### src/rtl/seg7_scan_decoder.sv
// Loopback receiver for a multiplexed active-low 7-segment display: debounces each digit, decodes it to hex, assembles frames.
// Optional blank-pattern support is enabled with `define SEG7_BLANK_DETECT_EN (adds the blank_out port).
module seg7_scan_decoder #(
  parameter int NUM_DIGITS    = 4,
  parameter int STABLE_CYCLES = 4
) (
  input  logic                    clk,
  input  logic                    rst_n,
  input  logic [6:0]              seg,
  input  logic [NUM_DIGITS-1:0]   an,
  output logic [4*NUM_DIGITS-1:0] hex_out,
  output logic [NUM_DIGITS-1:0]   digit_err,
  output logic                    frame_valid,
  output logic                    busy
`ifdef SEG7_BLANK_DETECT_EN
  , output logic [NUM_DIGITS-1:0] blank_out
`endif
);

  localparam int         IW        = (NUM_DIGITS > 1) ? $clog2(NUM_DIGITS) : 1;
  localparam logic [7:0] STABLE_M1 = 8'(STABLE_CYCLES - 1);

  typedef enum logic [1:0] {IDLE, SETTLE, CAPTURE, HOLD} state_t;

  state_t                  state_q;
  logic [6:0]              seg_q, seg_p;
  logic [NUM_DIGITS-1:0]   an_q, an_p;
  logic [7:0]              cnt_q;
  logic [NUM_DIGITS-1:0]   mask_q;
  logic [4*NUM_DIGITS-1:0] stage_hex_q, hex_q;
  logic [NUM_DIGITS-1:0]   stage_err_q, err_q;
  logic                    fv_q;
  logic [IW-1:0]           cap_idx_q;
  logic [3:0]              cap_nib_q;
  logic                    cap_err_q;
  logic [NUM_DIGITS-1:0]   cap_an_q;

  logic [3:0]              dec_nib;
  logic                    dec_err;
  logic                    dec_blank;
  logic                    an_valid;
  logic [IW-1:0]           an_idx;

  always_comb begin
    dec_nib   = 4'h0;
    dec_err   = 1'b0;
    dec_blank = 1'b0;
    case (seg_q)
      7'b0000001: dec_nib = 4'h0;
      7'b1001111: dec_nib = 4'h1;
      7'b0010010: dec_nib = 4'h2;
      7'b0000110: dec_nib = 4'h3;
      7'b1001100: dec_nib = 4'h4;
      7'b0100100: dec_nib = 4'h5;
      7'b0100000: dec_nib = 4'h6;
      7'b0001111: dec_nib = 4'h7;
      7'b0000000: dec_nib = 4'h8;
      7'b0000100: dec_nib = 4'h9;
      7'b0001000: dec_nib = 4'hA;
      7'b1100000: dec_nib = 4'hB;
      7'b0110001: dec_nib = 4'hC;
      7'b1000010: dec_nib = 4'hD;
      7'b0110000: dec_nib = 4'hE;
      7'b0111000: dec_nib = 4'hF;
`ifdef SEG7_BLANK_DETECT_EN
      7'b1111111: dec_blank = 1'b1;
`endif
      default:    dec_err = 1'b1;
    endcase
  end

  always_comb begin
    an_valid = ($countones(~an_q) == 1);
    an_idx   = '0;
    for (int i = 0; i < NUM_DIGITS; i++) begin
      if (!an_q[i]) an_idx = IW'(i);
    end
  end

  always_ff @(posedge clk or negedge rst_n) begin
    if (!rst_n) begin
      seg_q <= 7'h7F;
      seg_p <= 7'h7F;
      an_q  <= '1;
      an_p  <= '1;
    end else begin
      seg_q <= seg;
      seg_p <= seg_q;
      an_q  <= an;
      an_p  <= an_q;
    end
  end

`ifdef SEG7_BLANK_DETECT_EN
  logic                  cap_blank_q;
  logic [NUM_DIGITS-1:0] stage_blank_q, blank_q;
  assign blank_out = blank_q;

  always_ff @(posedge clk or negedge rst_n) begin
    if (!rst_n) begin
      cap_blank_q   <= 1'b0;
      stage_blank_q <= '0;
      blank_q       <= '0;
    end else begin
      if (mask_q == '1) blank_q <= stage_blank_q;
      if (state_q == SETTLE) cap_blank_q <= dec_blank;
      if (state_q == CAPTURE) stage_blank_q[cap_idx_q] <= cap_blank_q;
    end
  end
`else
  logic unused_blank;
  assign unused_blank = dec_blank;
`endif

  // A simultaneous seg/an change is seen as an an change because an validity decides the SETTLE restart.
  always_ff @(posedge clk or negedge rst_n) begin
    if (!rst_n) begin
      state_q     <= IDLE;
      cnt_q       <= '0;
      mask_q      <= '0;
      stage_hex_q <= '0;
      stage_err_q <= '0;
      hex_q       <= '0;
      err_q       <= '0;
      fv_q        <= 1'b0;
      cap_idx_q   <= '0;
      cap_nib_q   <= '0;
      cap_err_q   <= 1'b0;
      cap_an_q    <= '1;
    end else begin
      fv_q <= 1'b0;
      if (mask_q == '1) begin
        hex_q  <= stage_hex_q;
        err_q  <= stage_err_q;
        fv_q   <= 1'b1;
        mask_q <= '0;
      end
      case (state_q)
        IDLE: begin
          if (an_valid) begin
            state_q <= SETTLE;
            cnt_q   <= 8'd1;
          end
        end
        SETTLE: begin
          if ((an_q != an_p) || (seg_q != seg_p)) begin
            if (an_valid) cnt_q <= 8'd1;
            else          state_q <= IDLE;
          end else begin
            cnt_q <= cnt_q + 8'd1;
            if (cnt_q >= STABLE_M1) begin
              state_q   <= CAPTURE;
              cap_idx_q <= an_idx;
              cap_nib_q <= dec_nib;
              cap_err_q <= dec_err;
              cap_an_q  <= an_q;
            end
          end
        end
        CAPTURE: begin
          stage_hex_q[4*cap_idx_q +: 4] <= cap_nib_q;
          stage_err_q[cap_idx_q]        <= cap_err_q;
          mask_q[cap_idx_q]             <= 1'b1;
          state_q                       <= HOLD;
        end
        HOLD: begin
          if (an_q != cap_an_q) begin
            if (an_valid) begin
              state_q <= SETTLE;
              cnt_q   <= 8'd1;
            end else begin
              state_q <= IDLE;
            end
          end
        end
        default: state_q <= IDLE;
      endcase
    end
  end

  assign hex_out     = hex_q;
  assign digit_err   = err_q;
  assign frame_valid = fv_q;
  assign busy        = (mask_q != '0);

endmodule

### config.mk
export PLATFORM = sky130hd
export DESIGN_NAME = seg7_scan_decoder
export DESIGN_NICKNAME = d
export VERILOG_FILES = /design/src/rtl/seg7_scan_decoder.sv
export SDC_FILE = /design/constraint.sdc
export NUM_CORES = 1
export LEC_CHECK = 0
export CAP_MARGIN = 20
export CORE_AREA = 8 8 89 91
export CTS_CLUSTER_SIZE = 10
export DETAILED_ROUTE_END_ITERATION = 16
export DIE_AREA = 0 0 97 99
export PLACE_DENSITY = 0.88
export SLEW_MARGIN = 20
export SYNTH_ARGS = -nofsm -noshare
export SYNTH_HDL_FRONTEND = slang
export SYNTH_SLANG_ARGS = --single-unit
### constraint.sdc
create_clock -name clk -period 5.84 [get_ports clk]
set_input_delay 1.168 -clock clk [delete_from_list [all_inputs] [get_ports clk]]
set_output_delay 1.168 -clock clk [all_outputs]
set_load 0.02 [all_outputs]
### Word-level counts from Yosys, hierarchy flattened

Index checks and enable logic that the tools add are counted.

| operators by class | value |
|---|---|
| add/subtract/negate cells | 5 |
| $lt $le $gt $ge | 3 |
| equal/unequal tests | 27 |
| shift-type cells | 2 |
| mux-type cells | 23 |
| bitwise gates (word level) | 3 |
| reduce and logical (&&, ||, !) cells | 10 |

Operators by type and width:

| kind | number |
|---|---|
| 4-bit case mux with 15 select lines | 1 |
| 7-bit by 6-bit == test with 1-bit output (second input constant) | 5 |
| 4-bit negation with 34-bit output | 1 |
| 4-bit by 34-bit variable shift with 16-bit output (first input constant) | 1 |
| 4-bit by 34-bit indexed part select with 16-bit output | 1 |
| 7-bit == test (second input constant) | 4 |
| 8-bit 2-to-1 mux | 3 |
| 8-bit case mux with 3 select lines | 1 |
| 16-bit bitwise mux | 1 |
| 16-bit OR reduction | 1 |
| 7-bit by 3-bit == test with 1-bit output (second input constant) | 2 |
| 7-bit by 4-bit == test with 1-bit output (second input constant) | 2 |
| 2-bit 2-to-1 mux | 7 |
| 8-bit by 1-bit adder with 8-bit output (second input constant) | 1 |
| 8-bit by 2-bit >= comparator with 1-bit output (second input constant) | 1 |
| 4-bit 2-to-1 mux | 2 |
| 4-bit inequality test | 2 |
| 2-bit case mux with 4 select lines | 1 |
| 7-bit by 1-bit == test with 1-bit output (second input constant) | 1 |
| 7-bit by 5-bit == test with 1-bit output (second input constant) | 1 |
| 7-bit logical NOT | 1 |
| 7-bit inequality test | 1 |
| 3-bit inequality test (second input constant) | 2 |
| 1-bit 2-to-1 mux | 5 |
| 22 further kinds | 25 |

| storage, ports and cells | value |
|---|---|
| bits in registers | 88 |
| input port bits | 13 |
| logic and storage cells | 89 |

### Logic depth before layout (Yosys ltp)

Gate-level depths: netlist of run 1.

| depth | value |
|---|---|
| word-level depth | 7 |
| gate-level depth with buffers | 7 |

### Worst setup path before layout of run 1

Ideal clock, no wire load.

| path | value |
|---|---|
| kind | reg-to-reg |
| start | register an_q[1] |
| end | register cnt_q[3] |
| setup time | 124 ps |
| arrival time | 2184 ps |
| required time | 5716 ps |
| setup slack | 3532 ps |
| cell stages (with the launch flop) | 8 |
| clock period less this slack | 2308 ps |
| path through | dfstp_2 fa_1 inv_1 ha_1 ha_1 nor3b_1 a21boi_4 a211o_1 |

| on the way | value |
|---|---|
| cells in the longest elaborated chain, start to end | 7 |
| elaborated cells between the ends (all ways) | 13 |

RTL lines:

| what | RTL line | source |
|---|---|---|
| from (decl) | 27 | `logic [NUM_DIGITS-1:0] an_q, an_p;` |
| from (signal assigned) | 89 | `an_q <= an;` |
| 4-bit inverter | 73 | `an_valid = ($countones(~an_q) == 1);` |
| 1-bit by 1-bit adder with 2-bit output (not written as such) | 73 |  |
| 2-bit by 2-bit adder with 3-bit output (not written as such) | 73 |  |
| 3-bit by 1-bit == test with 1-bit output | 73 |  |
| 8-bit 2-to-1 mux | n/a |  |
| 8-bit 2-to-1 mux (on tied branches) | n/a |  |
| 8-bit case mux with 3 select lines | 138 | `case (state_q)` |
| to (signal assigned) | 150 | `cnt_q <= cnt_q + 8'd1;` |
| to (decl) | 28 | `logic [7:0] cnt_q;` |

Parallel ways exist; a longest one is shown, timed or not. The select of a mux whose other input is x is not followed.
A chain may end at the register's enable or synchronous reset.

### Worst setup path after layout of run 1

| path | value |
|---|---|
| start | register mask_q[0] |
| end | output busy |

| on the way | value |
|---|---|
| cells in the longest elaborated chain, start to end | 1 |

RTL lines:

| what | RTL line | source |
|---|---|---|
| from (decl) | 29 | `logic [NUM_DIGITS-1:0] mask_q;` |
| from (signal assigned) | 120 | `mask_q <= '0;` |
| from (signal assigned) | 136 | `mask_q <= '0;` |
| from (signal, indexed assignment) | 163 | `mask_q[cap_idx_q] <= 1'b1;` |
| 4-bit nonzero test | 184 | `assign busy = (mask_q != '0);` |
| to (decl) | 14 | `output logic busy` |

No other way between the ends.

==> results.md, run 1 <==
- Avg Inst Size Synth: between 10 and 15 um2
- Pre-Repair DR Iteration Count: 4
- DIE AREA: between 9000 and 10,000 um2
- FF+latch count, synth: a little under 90
- Arr. time, crit path: ~1800 ps
- Power Dens Cells: 240 nW/um2
- Setup Skew: between 10 and 15 ps
- CTS sink cnt: 88
- Hold WS: ~400 ps
- Top cells by area, synth: dfrtp_1 (39%), dfstp_2 (17%), nand2_1 (8.9%)
- Placer Congestion: ~0.80
- Hold_buf cts: 0
- Layout cell share with drive strength beyond 1: 17.6%
- CTS H-tree depth: 3
- Tot GR Track Use: 15.9%
- Port Buffer Count: 34
- Post-Syn Area: between 3000 and 4000 um2
- Final Critical Period: 2970 ps
- Root Driver: clkbuf_8
- Initial antenna violation count: 0
- Max incr delay on CP: ~550 ps
- Routed via count: 2,644
- Cell count after synthesis: 360
- Post-route insts no fill: roughly 480
- First-pass GRT wire length: 12,700 um
- Seq/Total Area, Yosys: 56.6%
- DP Area: between 4000 and 5000 um2
- Post-synth cell types: 52
- Worst IR drop on VDD: 0.189 mV
- Routed wire length per instance: between 10 and 15 um
- Most common cell in the netlist: nand2_1
- Setup bufs post-CTS: 0
- Iteration-0 DRC Markers: between 70 and 80
- Worst slew margin: 50.6%
- EDFF count, synth: 0
- Number of CTS-inserted buffers: 9
- Fin area: ~4500 um2
- Syn nets: slightly below 400
- Max-cap violation count: 0
- Post-synthesis async set-or-reset flop share: 100%
- Final ANT Viol Nets: 0
- Slowest-stage cell, CP: clkdlybuf4s50_1
- Row count: 30
- Worst Setup Start Kind: flop
- Die X: 97 um
- Setup TNS: 0 ps
- CTS resizes: 0
- Core Util, Final: 68.8%
- Final #Nets: 417
- Largest area contributor in the netlist: dfrtp_1
- Deepest clock path buffer count: 2
- Share of the synthesized area in the top cell type: 39.3%
- Worst-margin pin slew: about 740 ps
- Max Clock Freq: roughly 340 MHz
- Fin crit share: 50.9%
- CP Cell Sequence: or4_1, clkdlybuf4s50_1
- Starting Density: approximately 60%
- Largest net degree at the start of global routing: 89
- Prevailing post-synth register cell: dfrtp_1
- Number of synthesis warnings: 0
- Endpoints failing setup: 0
- Clk_lat worst skew: around 360 ps
- Overall routed net length: between 7000 and 8000 um
- Hold crit path type: flop to flop
- Chip height: a little under 100 um
- Run status: complete, no violations
- Reg2reg setup slack: around 3400 ps
- Final HPWL DP: a little under 5000 um
- Area Overhead vs Synth: 14.3%
- Grt ovf: 0
- IO Pins: 35
- Post-synth top cells: nand2_1 (94), dfrtp_1 (62), dfstp_2 (26), a22o_1 (17), xor2_1 (15)
- Register clock-pin slew on the reported worst setup and hold paths: around 90 ps
- Critical path type: flop to output port
- Placed Cells: 460
- CP max FO: 3
- Lkg Pwr: about 2.2 nW
- RSZ-0062 raised after global routing: false
- Crit end category: output port
- Core area: roughly 6600 um2
- CTS tree: done
- Vias in the first global route: 2,677
- CP required: around 4700 ps
- Post-route DRC: 0
- Antenna diodes: 0
- Slew Viols, Final: 0
- Final hold vios: 0
- DR vias/cell: about 5.5
-- metrics by stage --
step                total power [mW]  setup WS (ps)
finish                          1.08           2870
floorplan                      0.682           3530
global route                    1.13           2800
global placement               0.707           3240
detailed placement             0.710           3240
CTS                             1.10           2830
-- sequential cells by signal (all words and copies together) (netlist names), 2 cells and up, named ones only --
signal and count:
hex_out 16, stage_hex_q 16, cnt_q 8, seg_p 7, seg_q 7, an_p 4
an_q 4, cap_an_q 4, cap_nib_q 4, digit_err 4, mask_q 4, stage_err_q 4
cap_idx_q 2
-- power by group --
part / leakage, nW / switching, mW / internal [mW]
Combinational: 0.931 / 0.0331 / 0.0243
Clock: 0.0886 / 0.209 / 0.178
Sequential: 1.13 / 0.0155 / 0.625
-- critical path, delay by kind of cell, from the launching register on --
kind,cells,cell delay (ps)
AND/OR/NAND/NOR,1,510
buffers and inverters,1,550
flip-flops,1,390
-- worst paths after layout --
kind / from / to / cells past startpoint
worst max-delay path: mask_q[0] / busy / 2
worst min-delay path: an_q[0] / an_p[0] / 0
worst max register to register: an_q[3] / cnt_q[3] / 7
worst min register to register: an_q[0] / an_p[0] / 0
max in group asynchronous: rst_n / cap_idx_q[0] / 1
min in group asynchronous: rst_n / hex_out[12] / 1
-- placed cells by master (no fill, tap or decap), types with 2 or more instances in the layout --
| cell type | netlist | final |
|---|---|---|
| nor2b_1 | 3 | 3 |
| clkdlybuf4s50_1 | 0 | 33 |
| nor2_1 | 7 | 7 |
| xor2_1 | 15 | 15 |
| a22o_1 | 17 | 17 |
| o22ai_1 | 2 | 2 |
| nand3_1 | 5 | 5 |
| nand4_1 | 3 | 3 |
| a31oi_1 | 2 | 2 |
| o21ai_0 | 4 | 4 |
| nor3_1 | 7 | 7 |
| nor4_2 | 4 | 4 |
| nand2_1 | 94 | 94 |
| nor3b_1 | 2 | 2 |
| clkbuf_8 | 0 | 11 |
| o21ai_2 | 3 | 3 |
| dfrtp_1 | 62 | 62 |
| a21o_1 | 4 | 4 |
| nand2b_1 | 6 | 6 |
| inv_1 | 11 | 11 |
| o21a_1 | 2 | 2 |
| dfstp_2 | 26 | 26 |
| or2_2 | 4 | 4 |
| ha_1 | 11 | 11 |
| buf_6 | 1 | 2 |
| mux2_2 | 10 | 10 |
| o2111ai_1 | 2 | 2 |
| a21oi_1 | 8 | 8 |
| or3b_1 | 2 | 2 |
| clkinvlp_4 | 0 | 2 |
| nor4_1 | 7 | 7 |
| nand3b_1 | 3 | 3 |
-- cells by family after synthesis --
logic type	count (synthesis)	share of synthesized area [%]
DFF	88	56.6
buffers and inverters	25	2.82
AOI/OAI and AO/OA	55	11.2
xor gates and xnor gates	16	3.55
adders and majority gates	12	3.99
muxes	10	2.85
and+or+nand+nor	154	19.0
-- metal layers --
layer / global-route usage [%] / part of all wire, % / vias up
met5: 0 / 0 / -
met4: 8.17 / 1.1 / 0
met3: 4.13 / 5.8 / 10
met2: 24.6 / 49 / 58
met1: 20.2 / 45 / 1274
li1: - / - / 1302
-- final cells by class --
cell class | count | area [um2]
clock inverter | 4 | 28.8
fill | 477 | 2050
sequential | 88 | 2230
multi-input combinational | 247 | 1600
timing repair buffer | 35 | 353
inverter | 11 | 41.3
clock buffer | 12 | 155
tap | 80 | 100
(Power assumes the default switching activity.)
==> run 2, diff against run 1 <==
CORE_AREA = 8 8 93 95   (was 8 8 89 91)
DIE_AREA = 0 0 101 103   (was 0 0 97 99)
PLACE_DENSITY = 0.81   (was 0.88)
clock period = 3.1 ns   (was 5.84 ns; I/O delays follow)
==> run 2 against run 1 <==
Against the previous run:
- routed wire length increased by 1.3%
- first-iteration DRC count increased by 68%
- worst setup slack got worse by 2300 ps
- sequential share of layout area decreased by 0.54 points
==> results.md, run 2 (synthesis results as in run 1) <==
- Setup bufs post-CTS: 0 (unchanged)
- Worst IR drop on VDD: 0.354 mV (+87%)
- IO Pins: 35 (unchanged)
- Final Critical Period: roughly 2600 ps
- Port Buffer Count: 34 (unchanged)
- Clock power frac: 39.3% (+3.6 points)
- DR vias/cell: 5.41 (-2.5%)
- Most frequent cells in the layout: nand2_1 (94), dfrtp_1 (62), clkdlybuf4s50_1 (33)
- Pre-Repair DR Iteration Count: 4 (unchanged)
- Final hold vios: 0 (unchanged)
- CTS H-tree depth: 3 (unchanged)
- Int Power: 1.70 mW (+110%)
- Root Driver: clkbuf_8
- Vias in the first global route: 2,665 (-0.45%)
- Run status: complete, no violations
- Worst path most repeated cell: ha_1
- Routed via count: 2,681 (+1.4%)
- Worst-margin pin slew: 748 ps (+7.06 ps)
- Core area: 7140 um2 (+8.6%)
- Worst Setup Start Kind: flop
- Arr. time, crit path: 2800 ps (+990 ps)
- Combinational group share of total power: 5.2% (about the same)
- Reg2Reg Capture Point: cnt_q[3]
- Crit end category: flop
- Reg2reg start: an_q[3]
- Area Overhead vs Synth: 15.6%
- Max Clock Freq: between 300 and 400 MHz
- Clk_lat worst skew: 360 ps (about the same)
- Antenna diodes: 0 (unchanged)
- DIE AREA: 10,400 um2 (+8.3%)
- Net Sw Frac: 21.8% (-2.0 points)
- Deepest clock path buffer count: 2 (unchanged)
- Largest net degree at the start of global routing: 89 (unchanged)
- CTS tree: done
- Flop pwr share: 55.5% (-3.5 points)
- RSZ-0062 raised after global routing: false
- Slowest-stage cell, CP: dfstp_2
- Tot GR Track Use: 15.2% (-0.77 points)
- Number of CTS-inserted buffers: 9 (unchanged)
- Max incr delay on CP: 610 ps (+60 ps)
- Lkg Pwr: 2.17 nW (+0.80%)
- CP Cell Sequence: fa_1, inv_1, ha_1, ha_1, nor3b_1, a21boi_4, a211o_1
- Final ANT Viol Nets: 0 (unchanged)
- Slew Viols, Final: 0 (unchanged)
- Die X: 101 um (+4.1%)
- Area occupied by multi-input gates: 1600 um2 (unchanged)
- Endpoints failing setup: 0 (unchanged)
- Hold crit path type: primary input to asynchronous set/reset pin
- Reg2reg setup slack: 550 ps (-2820 ps)
- Overall routed net length: 7130 um (+1.3%)
- Crit path max-delay family: adder cells
- Row count: 31 (+3.3%)
- Initial antenna violation count: 0 (unchanged)
- Setup Skew: 8.82 ps (-6.08 ps)
- Commonest non-fill, non-tap cell in the layout: nand2_1
- Routed wire length per instance: 14.4 um (-2.6%)
- CTS sink cnt: 88 (unchanged)
- Hold_buf cts: 0 (unchanged)
- Starting Density: 55.3% (-4.8 points)
- Max-cap violation count: 0 (unchanged)
- First-pass GRT wire length: 12,300 um (-3.0%)
- CP max FO: 8 (+5)
- Worst-case reg-to-reg path depth: 7 (unchanged)
- Sw power: 0.473 mW (+84%)
- Fin crit share: slightly above 80%
- Register clock-pin slew on the reported worst setup and hold paths: 80 ps (about the same)
- Final #Nets: 417 (unchanged)
- Iteration-0 DRC Markers: 121 (+68%)
- Grt ovf: 0 (unchanged)
- Total chip power: 2.17 mW (+100%)
- Layout cell share with drive strength beyond 1: 17.1% (-0.50 points)
- Final HPWL DP: 4850 um (+0.47%)
- CTS resizes: 0 (unchanged)
- Fillers: 584 (+22%)
- Worst slew margin: 50.1% (-0.47 points)
- Placer Congestion: 0.832 (+4.5%)
- Power Dens Cells: 476 nW/um2 (+98%)
- Register area: 2230 um2 (unchanged)
- Chip height: 103 um (+4.0%)
- Post-route DRC: 0 (unchanged)
- Worst Path Buf+Inv: 1 (unchanged)
- Setup TNS: 0 ps (unchanged)
- CP required: 3350 ps (-1320 ps)
- Critical path type: flop to flop
==> run 2: cell types whose count changed in the layout (fill, tap and decap cells not counted) <==
cell        delta
buf_6          -1
bufinv_16      +2
clkinv_4       -1
clkbuf_1       +2
clkinvlp_4     -2
buf_4          +1
clkbuf_8       -1
==> run 2: worst max-delay path by stage <==
stage | cells past startpoint | endpoint | slack, ps | start
2_1_floorplan | 7 | cnt_q[3] | 790 | an_q[1]
3_3_place_gp | 7 | cnt_q[3] | 710 | an_q[3]
3_5_place_dp | 7 | cnt_q[3] | 630 | an_q[3]
4_1_cts | 7 | cnt_q[3] | 560 | an_q[3]
5_1_grt | 7 | cnt_q[3] | 490 | an_q[3]
6_report | 7 | cnt_q[3] | 550 | an_q[3]
==> run 2: stage by stage <==
stage / setup WS (ps) / cell area (um2) / std cells / hold slack (ps) / util (%)
global route: 486 / 4570 / 496 / 363 / 64.0
finish: 548 / 4570 / 496 / 299 / 64.0
detailed placement: 626 / 4350 / 480 / 400 / 60.9
floorplan: 792 / 3950 / 360 / 324 / -
CTS: 555 / 4560 / 496 / 412 / 63.9
global placement: 707 / 4350 / 480 / 398 / 60.9
==> run 2: layout make-up <==
cell class	count	share of cell area [%]
sequential	88	48.9
clock buffer	13	3.26
timing repair buffer	35	7.64
tap	99	2.71
inverter	11	0.904
multi-input combinational	247	35.1
clock inverter	3	1.42
==> run 2: power groups by stage <==
stage | logic [mW] | registers, mW | clock network (mW)
finish | 0.112 | 1.21 | 0.854
global route | 0.124 | 1.21 | 0.916
CTS | 0.114 | 1.21 | 0.878
detailed placement | 0.110 | 1.23 | 0
global placement | 0.107 | 1.23 | 0
floorplan | 0.0727 | 1.21 | 0
==> run 2: per-layer routing <==
metal / part of all wire [%] / vias up / track usage, %
li1: - / 1302 / -
met1: 45 / 1301 / 17.9
met2: 48 / 65 / 25.2
met3: 5.1 / 13 / 3.85
met4: 2.1 / 0 / 7.67
met5: 0 / - / 0
==> run 3, diff against run 2 <==
clock period = 2.4 ns   (was 3.1 ns; I/O delays follow)
==> run 3 against run 2 <==
Against the previous run:
- clock skew rose by 1.6 ps
- critical endpoint is now busy
- critical path type is now flop to output port
- final area rose by 1.7%
- utilization rose by 1.1 points
==> results.md, run 3 (synthesis results as in run 1) <==
- Most frequent cells in the layout: nand2_1 (94), dfrtp_1 (62), clkdlybuf4s50_1 (33)
- Starting Density: 55.3% (unchanged)
- Post-route insts no fill: 504 (+1.6%)
- Fin crit share: slightly below 100%
- Routed via count: 2,686 (+0.19%)
- Setup bufs post-CTS: 0 (unchanged)
- Endpoints failing setup: 0 (unchanged)
- RSZ-0062 raised after global routing: false
- Sw power: 0.643 mW (+36%)
- Hold WS: 412 ps (+112 ps)
- CP required: 1920 ps (-1430 ps)
- Deepest clock path buffer count: 2 (unchanged)
- Combinational group share of total power: 5.6% (+0.4 points)
- Max incr delay on CP: 550 ps (-60 ps)
- Power Dens Cells: 607 nW/um2 (+28%)
- Max-cap violation count: 0 (unchanged)
- CTS tree: done
- Routed wire length per instance: 14.3 um (-0.83%)
- Lkg Pwr: 2.21 nW (+1.9%)
- Hold crit path type: flop to flop
- Setup Skew: 10.4 ps (+1.59 ps)
- Area Overhead vs Synth: 17.5%
- Fillers: 586 (+0.34%)
- Number of CTS-inserted buffers: 9 (unchanged)
- Register area: 2230 um2 (unchanged)
- Initial antenna violation count: 0 (unchanged)
- Clk_lat worst skew: 350 ps (about the same)
- Arr. time, crit path: 1830 ps (-970 ps)
- Port Buffer Count: 34 (unchanged)
- Max Clock Freq: ~430 MHz
- Root Driver: clkbuf_8
- Largest net degree at the start of global routing: 68 (-24%)
- Pre-Repair DR Iteration Count: 4 (unchanged)
- Tot GR Track Use: 14.9% (-0.29 points)
- Layout cell share with drive strength beyond 1: 19.3% (+2.1 points)
- Chip height: 103 um (unchanged)
- CP Cell Sequence: or4_1, clkdlybuf4s50_1
- CP max FO: 3 (-5)
- Placer Congestion: 0.811 (-2.5%)
- Final HPWL DP: 5170 um (+6.6%)
- Slew Viols, Final: 0 (unchanged)
- Run status: complete, no violations
- Int Power: 2.18 mW (+28%)
- CTS sink cnt: 88 (unchanged)
- Vias in the first global route: 2,720 (+2.1%)
- Final ANT Viol Nets: 0 (unchanged)
- Critical path type: flop to output port
- First-pass GRT wire length: 12,200 um (-0.62%)
- Placed Cells: 487 (+1.5%)
- Commonest non-fill, non-tap cell in the layout: nand2_1
- Final Critical Period: 2310 ps
- DIE AREA: 10,400 um2 (unchanged)
- Setup TNS: 0 ps (unchanged)
- Worst slew margin: 53.9% (+3.8 points)
- Final hold vios: 0 (unchanged)
- Worst IR drop on VDD: 0.387 mV (+9.3%)
- Crit end category: output port
- Grt ovf: 0 (unchanged)
- Flop pwr share: 55.2% (-0.3 points)
- Antenna diodes: 0 (unchanged)
- Slowest-stage cell, CP: clkdlybuf4s50_1
- Core area: 7140 um2 (unchanged)
- Register clock-pin slew on the reported worst setup and hold paths: 80 ps (about the same)
- Overall routed net length: 7180 um (+0.77%)
- DR vias/cell: 5.33 (-1.4%)
- CTS H-tree depth: 3 (unchanged)
- Net Sw Frac: 22.8% (+1.0 points)
- Final #Nets: 425 (+1.9%)
- Row count: 31 (unchanged)
- Worst Setup Start Kind: flop
- Clock power frac: 39.3% (about the same)
- Worst-margin pin slew: 685 ps (-62.6 ps)
- IO Pins: 35 (unchanged)
- Iteration-0 DRC Markers: 85 (-30%)
- Core Util, Final: 65.1% (+1.1 points)
- Post-route DRC: 0 (unchanged)
- Area occupied by multi-input gates: 1600 um2 (unchanged)
- Die X: 101 um (unchanged)
run 3: timing repair:
item,4_1_cts,5_1_grt
gates resized for setup,0,0
endpoints found under the hold margin,11,0
hold buffers,1,0
setup endpoints to repair,0,0
run 3: worst paths after layout:
path	startpoint	to	slack [ps]	cells after the start
worst max register to register	an_q[0]	cnt_q[3]	140	8
worst min register to register	an_q[0]	an_p[0]	410	0
max in group asynchronous	rst_n	an_p[0]	1180	3
min in group asynchronous	rst_n	frame_valid	550	2
worst min-delay path	an_q[0]	an_p[0]	410	0
worst max-delay path	mask_q[0]	busy	90	2
run 3: power by group through the flow:
stage,sequential (mW),combinational (mW),clock (mW)
after floorplan,1.56,0.0939,0
after global placement,1.58,0.152,0
after detailed placement,1.58,0.158,0
after CTS,1.56,0.160,1.13
after global routing,1.56,0.175,1.19
final,1.56,0.157,1.11
run 3: routing by layer:
metal / track usage [%] / vias to the layer above / wire length (um)
met3: 3.38 / 12 / 358
met5: 0 / - / 0
met1: 17.6 / 1295 / 3200
met2: 25.2 / 62 / 3510
li1: - / 1317 / -
met4: 7.10 / 0 / 118
run 3: final cells by class:
class,count,share of cell area [%]
clock buffer,9,2.67
clock inverter,7,2.05
inverter,11,0.889
multi-input combinational,247,34.5
timing repair buffer,43,9.05
tap,99,2.67
sequential,88,48.1
run 3: critical path: cells and delay by family (launching register included):
family	cells	cell delay [ps]
buf+inv	1	550
flops	1	400
simple gates	1	530
run 3: through the flow:
stage	instance area, um2	total power [mW]	worst slack (ps)
2_1_floorplan	3950	1.66	91.8
3_3_place_gp	4410	1.73	177
6_report	4640	2.82	92.1
5_1_grt	4640	2.93	11.1
4_1_cts	4640	2.85	67.0
3_5_place_dp	4410	1.74	141
